<file path="config.mk">
export PLATFORM = sky130hd
export DESIGN_NAME = adder_arbiter
export DESIGN_NICKNAME = d
export VERILOG_FILES = /design/src/rtl/adder_arbiter.sv
export SDC_FILE = /design/constraint.sdc
export NUM_CORES = 1
export LEC_CHECK = 0
export CORE_UTILIZATION = 30
export CTS_CLUSTER_SIZE = 14
export DETAILED_ROUTE_END_ITERATION = 7
export GPL_ROUTABILITY_DRIVEN = 0
export GPL_TIMING_DRIVEN = 0
export SETUP_SLACK_MARGIN = 0.4
export SLEW_MARGIN = 20
export SYNTH_ARGS = -nofsm -noshare
export SYNTH_HDL_FRONTEND = slang
export SYNTH_SLANG_ARGS = --single-unit
</file>
<file path="constraint.sdc">
create_clock -name clock -period 2.75 [get_ports clock]
set_input_delay 0.4125 -clock clock [delete_from_list [all_inputs] [get_ports clock]]
set_output_delay 0.4125 -clock clock [all_outputs]
set_load 0.02 [all_outputs]
</file>
<file path="src/rtl/adder_arbiter.sv">
// Two-requester front end for a shared pipelined 32-bit adder: round-robin issue,
// credit-based flow control and one in-order response FIFO per requester.
module adder_arbiter #(
   parameter int LAT   = 2,
   parameter int DEPTH = 4
) (
   input  logic        clock,
   input  logic        reset,

   input  logic        req0_valid,
   output logic        req0_ready,
   input  logic [31:0] req0_a,
   input  logic [31:0] req0_b,
   input  logic        req0_cin,

   input  logic        req1_valid,
   output logic        req1_ready,
   input  logic [31:0] req1_a,
   input  logic [31:0] req1_b,
   input  logic        req1_cin,

   output logic        add_valid,
   output logic [31:0] add_a,
   output logic [31:0] add_b,
   output logic        add_cin,
   input  logic [31:0] add_sum,
   input  logic        add_cout,

   output logic        rsp0_valid,
   input  logic        rsp0_ready,
   output logic [31:0] rsp0_sum,
   output logic        rsp0_cout,

   output logic        rsp1_valid,
   input  logic        rsp1_ready,
   output logic [31:0] rsp1_sum,
   output logic        rsp1_cout,

   output logic        busy
);

   localparam int CW = $clog2(DEPTH + 1);
   localparam int PW = (DEPTH > 1) ? $clog2(DEPTH) : 1;
   localparam logic [CW-1:0] CREDIT_MAX = CW'(DEPTH);
   localparam logic [PW-1:0] LAST_IDX   = PW'(DEPTH - 1);

   logic [1:0]    req_valid;
   logic [1:0]    rsp_ready;
   logic [1:0]    eligible;
   logic [1:0]    grant;
   logic [1:0]    push;
   logic [1:0]    pop;
   logic [1:0]    rsp_valid;
   logic          last_grant;

   logic [CW-1:0] credit [2];
   logic [CW-1:0] count  [2];
   logic [PW-1:0] wr_ptr [2];
   logic [PW-1:0] rd_ptr [2];
   logic [32:0]   mem    [2][DEPTH];
   logic [32:0]   head   [2];

   logic [LAT:0]  tag_valid;
   logic [LAT:0]  tag_id;

   assign req_valid = {req1_valid, req0_valid};
   assign rsp_ready = {rsp1_ready, rsp0_ready};

   // last_grant holds the id granted most recently; reset value 1 favours requester 0.
   always_comb begin
      eligible = '0;
      grant    = '0;
      for (int unsigned r = 0; r < 2; r++) begin
         eligible[r] = req_valid[r] && (credit[r] != '0);
      end
      if (!reset) begin
         if (eligible == 2'b11) begin
            grant = last_grant ? 2'b01 : 2'b10;
         end else begin
            grant = eligible;
         end
      end
   end

   assign req0_ready = grant[0];
   assign req1_ready = grant[1];

   always_ff @(posedge clock) begin
      if (reset) begin
         add_valid  <= 1'b0;
         add_a      <= '0;
         add_b      <= '0;
         add_cin    <= 1'b0;
         last_grant <= 1'b1;
      end else begin
         add_valid <= |grant;
         if (|grant) begin
            add_a      <= grant[1] ? req1_a   : req0_a;
            add_b      <= grant[1] ? req1_b   : req0_b;
            add_cin    <= grant[1] ? req1_cin : req0_cin;
            last_grant <= grant[1];
         end
      end
   end

   // Stage LAT lines up with the adder result of the operation issued LAT cycles earlier.
   always_ff @(posedge clock) begin
      if (reset) begin
         tag_valid <= '0;
         tag_id    <= '0;
      end else begin
         tag_valid[0] <= |grant;
         tag_id[0]    <= grant[1];
         for (int unsigned i = 1; i <= LAT; i++) begin
            tag_valid[i] <= tag_valid[i-1];
            tag_id[i]    <= tag_id[i-1];
         end
      end
   end

   assign push = {tag_valid[LAT] & tag_id[LAT], tag_valid[LAT] & ~tag_id[LAT]};

   always_comb begin
      rsp_valid = '0;
      for (int unsigned r = 0; r < 2; r++) begin
         rsp_valid[r] = (count[r] != '0);
         head[r]      = rsp_valid[r] ? mem[r][rd_ptr[r]] : '0;
      end
   end

   assign pop = rsp_valid & rsp_ready;

   always_ff @(posedge clock) begin
      if (reset) begin
         for (int unsigned r = 0; r < 2; r++) begin
            credit[r] <= CREDIT_MAX;
            count[r]  <= '0;
            wr_ptr[r] <= '0;
            rd_ptr[r] <= '0;
         end
      end else begin
         for (int unsigned r = 0; r < 2; r++) begin
            case ({grant[r], pop[r]})
               2'b10:   credit[r] <= credit[r] - CW'(1);
               2'b01:   credit[r] <= credit[r] + CW'(1);
               default: credit[r] <= credit[r];
            endcase
            case ({push[r], pop[r]})
               2'b10:   count[r] <= count[r] + CW'(1);
               2'b01:   count[r] <= count[r] - CW'(1);
               default: count[r] <= count[r];
            endcase
            if (push[r]) begin
               wr_ptr[r] <= (wr_ptr[r] == LAST_IDX) ? '0 : wr_ptr[r] + PW'(1);
            end
            if (pop[r]) begin
               rd_ptr[r] <= (rd_ptr[r] == LAST_IDX) ? '0 : rd_ptr[r] + PW'(1);
            end
         end
      end
   end

   always_ff @(posedge clock) begin
      for (int unsigned r = 0; r < 2; r++) begin
         if (push[r]) begin
            mem[r][wr_ptr[r]] <= {add_cout, add_sum};
         end
      end
   end

   assign rsp0_valid = rsp_valid[0];
   assign rsp0_sum   = head[0][31:0];
   assign rsp0_cout  = head[0][32];
   assign rsp1_valid = rsp_valid[1];
   assign rsp1_sum   = head[1][31:0];
   assign rsp1_cout  = head[1][32];

   assign busy = add_valid | (|tag_valid) | (|rsp_valid);

   a_one_grant:  assert property (@(posedge clock) $onehot0(grant));
   a_no_ovf0:    assert property (@(posedge clock) disable iff (reset)
                                  !(push[0] && !pop[0] && count[0] == CREDIT_MAX));
   a_no_ovf1:    assert property (@(posedge clock) disable iff (reset)
                                  !(push[1] && !pop[1] && count[1] == CREDIT_MAX));

endmodule

</file>
; ---- Yosys cells after proc, flatten, opt, wreduce, memory -nomap -nowiden
; Memory sizes are Yosys's and may differ from the RTL's.
; Cells that the tools add are included.
[word_totals]
ff_bits = 73
latchBits = 0
mem_bits_rw = 284
mem_bits_ro = 0
inputBits = 169
out_inout_bits = 137
elab_cells = 178
memories = 5
[op_classes]
add_sub_neg = 12
n_mul = 0
div = 0
magnitude_cmp = 6
n_eq_ne = 13
n_shift = 0
muxes = 93
bitwise = 26
n_reduce_logical = 16
[memory_table]
columns = name, depth, width, rd, rd_ports_with_merged_regs, write_ports, line_no
row1 = mem, 2, 132, 2, 0, 1, 60  ; logic [32:0] mem [2][DEPTH];
row2 = count, 2, 3, 2, 0, 2, 57  ; logic [CW-1:0] count [2];
row3 = credit, 2, 3, 2, 0, 2, 56  ; logic [CW-1:0] credit [2];
row4 = rd_ptr, 2, 2, 2, 0, 2, 59  ; logic [PW-1:0] rd_ptr [2];
row5 = wr_ptr, 2, 2, 2, 0, 2, 58  ; logic [PW-1:0] wr_ptr [2];
[ops]
columns = cell, count
row1 = $mux 132, 4
row2 = $mux 33, 8
row3 = $bmux 33 s2, 2
row4 = $demux 33 s2, 2
row5 = $reduce_or 132->1, 1
row6 = $mux 32, 2
row7 = $mux 1, 52
row8 = $mux 3, 12
row9 = $mux 2, 11
row10 = $eq 2x2->1 const B, 9
row11 = $or 1x1->1, 18
row12 = $add 3x1->3 const B, 4
row13 = $ge 3x3->1 const B, 4
row14 = $not 2->3, 4
row15 = $reduce_bool 3->1, 4
row16 = $reduce_or 2->1, 6
row17 = $sub 3x1->3 const B, 4
row18 = $add 2x1->2 const B, 4
row19 = $eq 2x1->1 const B, 4
row20 = $lt 3x1->1 const B, 2
row21 = $logic_and 1x1->1, 4
row22 = $reduce_or 3->1, 1
row23 = $and 1x1->1, 2
row24 = $and 2x2->2, 1
row25 = $not 1->1, 1

; ---- Longest topological paths before layout
[logic_depth]
word_depth = 12
ltp_mapped = 12

; ---- Least setup slack after synthesis
; No wires, ideal clock.
[synth_path]
kind = register to register
start = memory credit[1][0] (netlist name)
end = memory credit[0][2] (netlist name), data pin
setup_ps = 261
t_arrival_ps = 2648
t_required_ps = 2489
slack_ps = -160
path_stages_with_launch = 13
path_buffers = 1
path_cell_list = edfxtp_1 inv_1 ha_1 ha_1 or3b_2 clkbuf_1 nand3_1 ha_1 nand2b_1 fa_1 xnor2_1 mux2i_1 nand2_1
[synth_rtl]
columns = element, line_no
row1 = from (decl), 56

==> results.json <==
{
  "die_x_um": 225,
  "cts.sinks": 356,
  "cts_hold_buf": 0,
  "synth_flop_cell": "edfxtp_1",
  "pin_count": 306,
  "maxCapViolCount": 0,
  "ys_top_cells_by_area": "edfxtp_1 57%, mux4_2 9.9%, dfxtp_1 9.6%",
  "crit_arrival_ps": 2220,
  "outcome": "finished clean",
  "hold_viol": 0,
  "crit_start": "rd_ptr[0][0]$_SDFFCE_PP0P_",
  "post-route-period-util": 0.956,
  "r2r_setup_slack_ps": 130,
  "yosysTopAreaCellShare": 0.570,
  "place_inst": 1953,
  "initial_core_util": 0.305,
  "hold_ws_ps": 441,
  "yosys_warnings": 0,
  "worstSetupStartpointType": "flip-flop",
  "worstSetupPathDepth": 7,
  "synth-xor-area-share": 0.00292,
  "crit_path_top_delay_cell": "edfxtp_1",
  "yosys.area_share.simple": 0.0782,
  "path_delay_family": "buffers and inverters",
  "syn_area_per_cell_um2": 15.3,
  "ys_async_sr_fraction": 0,
  "synth.most_common_cell": "edfxtp_1",
  "ys_top_cells_by_count": "284 x edfxtp_1, 132 x o31ai_1, 77 x clkbuf_1",
  "core-area_um2": 49100,
  "fmax_ghz": 0.380,
  "vias": 10700,
  "slew_viol_final": 0,
  "relSlewSlack": 0.487,
  "nets": 1594,
  "synth.area.mux_share": 0.101,
  "r2r-end": "credit[0][2]$_SDFFCE_PP1P_",
  "syn_inst": 976,
  "grt_pass1_wl_mm": 68.6,
  "ys_ff_latch": 356,
  "grt_pass1_vias": 11000,
  "cts_root_buffer": "clkbuf_16",
  "p_leak_nw": 7.64,
  "routed_wirelength_mm": 46.7,
  "dp_slack_ps": -457,
  "via_per_inst": 5.11,
  "synth_compound_area_frac": 0.0984,
  "path_clk_slew_ps": 60,
  "final.setup_skew_ps": 12.1,
  "drive_above_1_share": 0.299,
  "holdCritPathClass": "flip-flop to flip-flop",
  "grt_antenna_before_repair": 3,
  "finalSetupViolations": 0,
  "drc": 0,
  "worst_setup_path_end_kind": "primary output",
  "io_buffer_count": 305,
  "cts_buffers": 41,
  "r2r_start": "credit[1][1]$_DFFE_PP_",
  "grt_overflow": 0,
  "synth_top_family_by_area": "multiplexers",
  "drtPass1Iterations": 5,
  "ant_nets": 0,
  "die_h_um": 225,
  "synth_area_um2": 15000,
  "detail_route.wl_per_cell_um": 22.2,
  "tightest_slew_ps": 769,
  "period_minus_slack_ps": 2630,
  "synth_top_area_cell": "edfxtp_1",
  "ir_worst_vdd_v": 0.000381,
  "area_growth_pct": 47.3,
  "cts_tree": "done",
  "rows": 81,
  "grt_max_degree": 21,
  "worstPathRequired_ps": 2340,
  "htree_levels": 2,
  "crit_type": "flip-flop to primary output",
  "reg2regPathDepth": 12,
  "grtUsageTotal": 0.182,
  "worst-path-buf-inv": 5,
  "place_hpwl_mm": 31.8,
  "synth-edff-count": 284,
  "num-fill-cells": 4443,
  "rsz0062_at_grt": "yes",
  "path_cells": "buf_12, buf_12, buf_16, buf_6, mux4_2, and2_4, buf_6",
  "fp.dieArea_um2": 50800,
  "synthDistinctLibCells": 39,
  "min_path_cells": 1,
  "clk_path_buf_depth": 3,
  "drt_iter0_drc": 600,
  "syn_nets": 1171,
  "layoutNonFillerInstCount": 2098,
  "clk_latency_ps": 560,
  "crit_fanout": 8,
  "synthAdderAreaFrac": 0.0227,
  "final_util": 0.450,
  "cpPeakStageDelay_ps": 420,
  "ys_seq_area_frac": 0.666,
  "worst_slack_ps": 120,
  "powerDensity_nw_per_um2": 718,
  "crit_end": "rsp0_sum[12]"
}
==> state kept, by name (all words and copies together) (netlist names) <==
register,flops
tag_id,3
add_b,32
rd_ptr,4
tag_valid,3
last_grant,1
count,6
add_a,32
credit,6
add_cin,1
mem,264
wr_ptr,4
==> layout make-up <==
cell class | instances | area (um^2) | area share
Clock buffer | 54 | 1150 | 0.0522
Sequential cell | 356 | 9970 | 0.452
Clock inverter | 21 | 287 | 0.0130
Multi-Input combinational cell | 503 | 4960 | 0.225
Antenna cell | 3 | 7.51 | 0.000340
Timing Repair Buffer | 380 | 4070 | 0.184
Tap cell | 664 | 831 | 0.0377
Buffer | 98 | 708 | 0.0321
Inverter | 19 | 73.8 | 0.00335
==> per-layer routing <==
metal / vias up / global-route usage / part of all wire
li1: 4806 / - / -
met1: 5365 / 0.213 / 0.39
met2: 464 / 0.308 / 0.48
met3: 81 / 0.0516 / 0.082
met4: 0 / 0.0819 / 0.041
met5: - / 0 / 0
==> report_power, final <==
part | switching (mW) | total, mW | internal [mW] | leakage, nW
Clock | 2.24 | 5.78 | 3.54 | 0.703
Sequential | 0.109 | 6.11 | 6.00 | 3.17
Combinational | 1.85 | 3.94 | 2.09 | 3.76
==> how the worst min path moves through the flow <==
stage / start / endpoint / slack [ps]
2_1_floorplan: tag_id[0]$_SDFF_PP0_ / tag_id[1]$_SDFF_PP0_ / 410
3_3_place_gp: tag_id[0]$_SDFF_PP0_ / tag_id[1]$_SDFF_PP0_ / 420
3_5_place_dp: tag_id[1]$_SDFF_PP0_ / tag_id[2]$_SDFF_PP0_ / 430
4_1_cts: req0_b[11] / add_b[11]$_SDFFE_PP0P_ / 420
5_1_grt: req0_a[4] / add_a[4]$_SDFFE_PP0P_ / 430
6_report: tag_id[1]$_SDFF_PP0_ / tag_id[2]$_SDFF_PP0_ / 440
==> placed cells by master, fill, tap and decap left out, types with 20 or more instances in the layout <==
master | synthesis | routed
clkbuf_1 | 77 | 56
buf_4 | 0 | 39
clkbuf_16 | 0 | 47
buf_12 | 0 | 20
clkdlybuf4s50_1 | 0 | 234
and2_4 | 0 | 61
o31ai_1 | 132 | 132
dfxtp_1 | 72 | 72
buf_6 | 2 | 84
a31oi_1 | 66 | 66
mux4_2 | 66 | 66
edfxtp_1 | 284 | 284
nand4_1 | 66 | 66
==> cell families (layout without fill, tap and decap cells) <==
kind of cell / Yosys count / count (layout)
AND/OR/NAND/NOR: 196 / 196
flip-flops: 356 / 356
AO/OA/AOI/OAI: 208 / 208
XOR/XNOR: 5 / 5
other: 0 / 3
adder cells (fa/ha/maj): 26 / 26
multiplexers: 68 / 68
buffers and inverters: 117 / 572
==> repair_timing <==
action                                  4_1_cts  5_1_grt
pin swaps                                    48       39
gates resized for setup                     490      162
setup buffers                                40       21
endpoints found under the setup margin      133      129
gates cloned                                  4        2
==> stage by stage <==
stage | power (mW) | instance area, um^2 | TNS [ps]
global placement | 9.26 | 18900 | -43910
CTS | 15.6 | 21500 | 0
global route | 16.4 | 22100 | 0
finish | 15.8 | 22100 | 0
floorplan | 7.83 | 15000 | 0
detailed placement | 9.27 | 19100 | -12970
No activity file was read; power rests on OpenSTA's default activity.
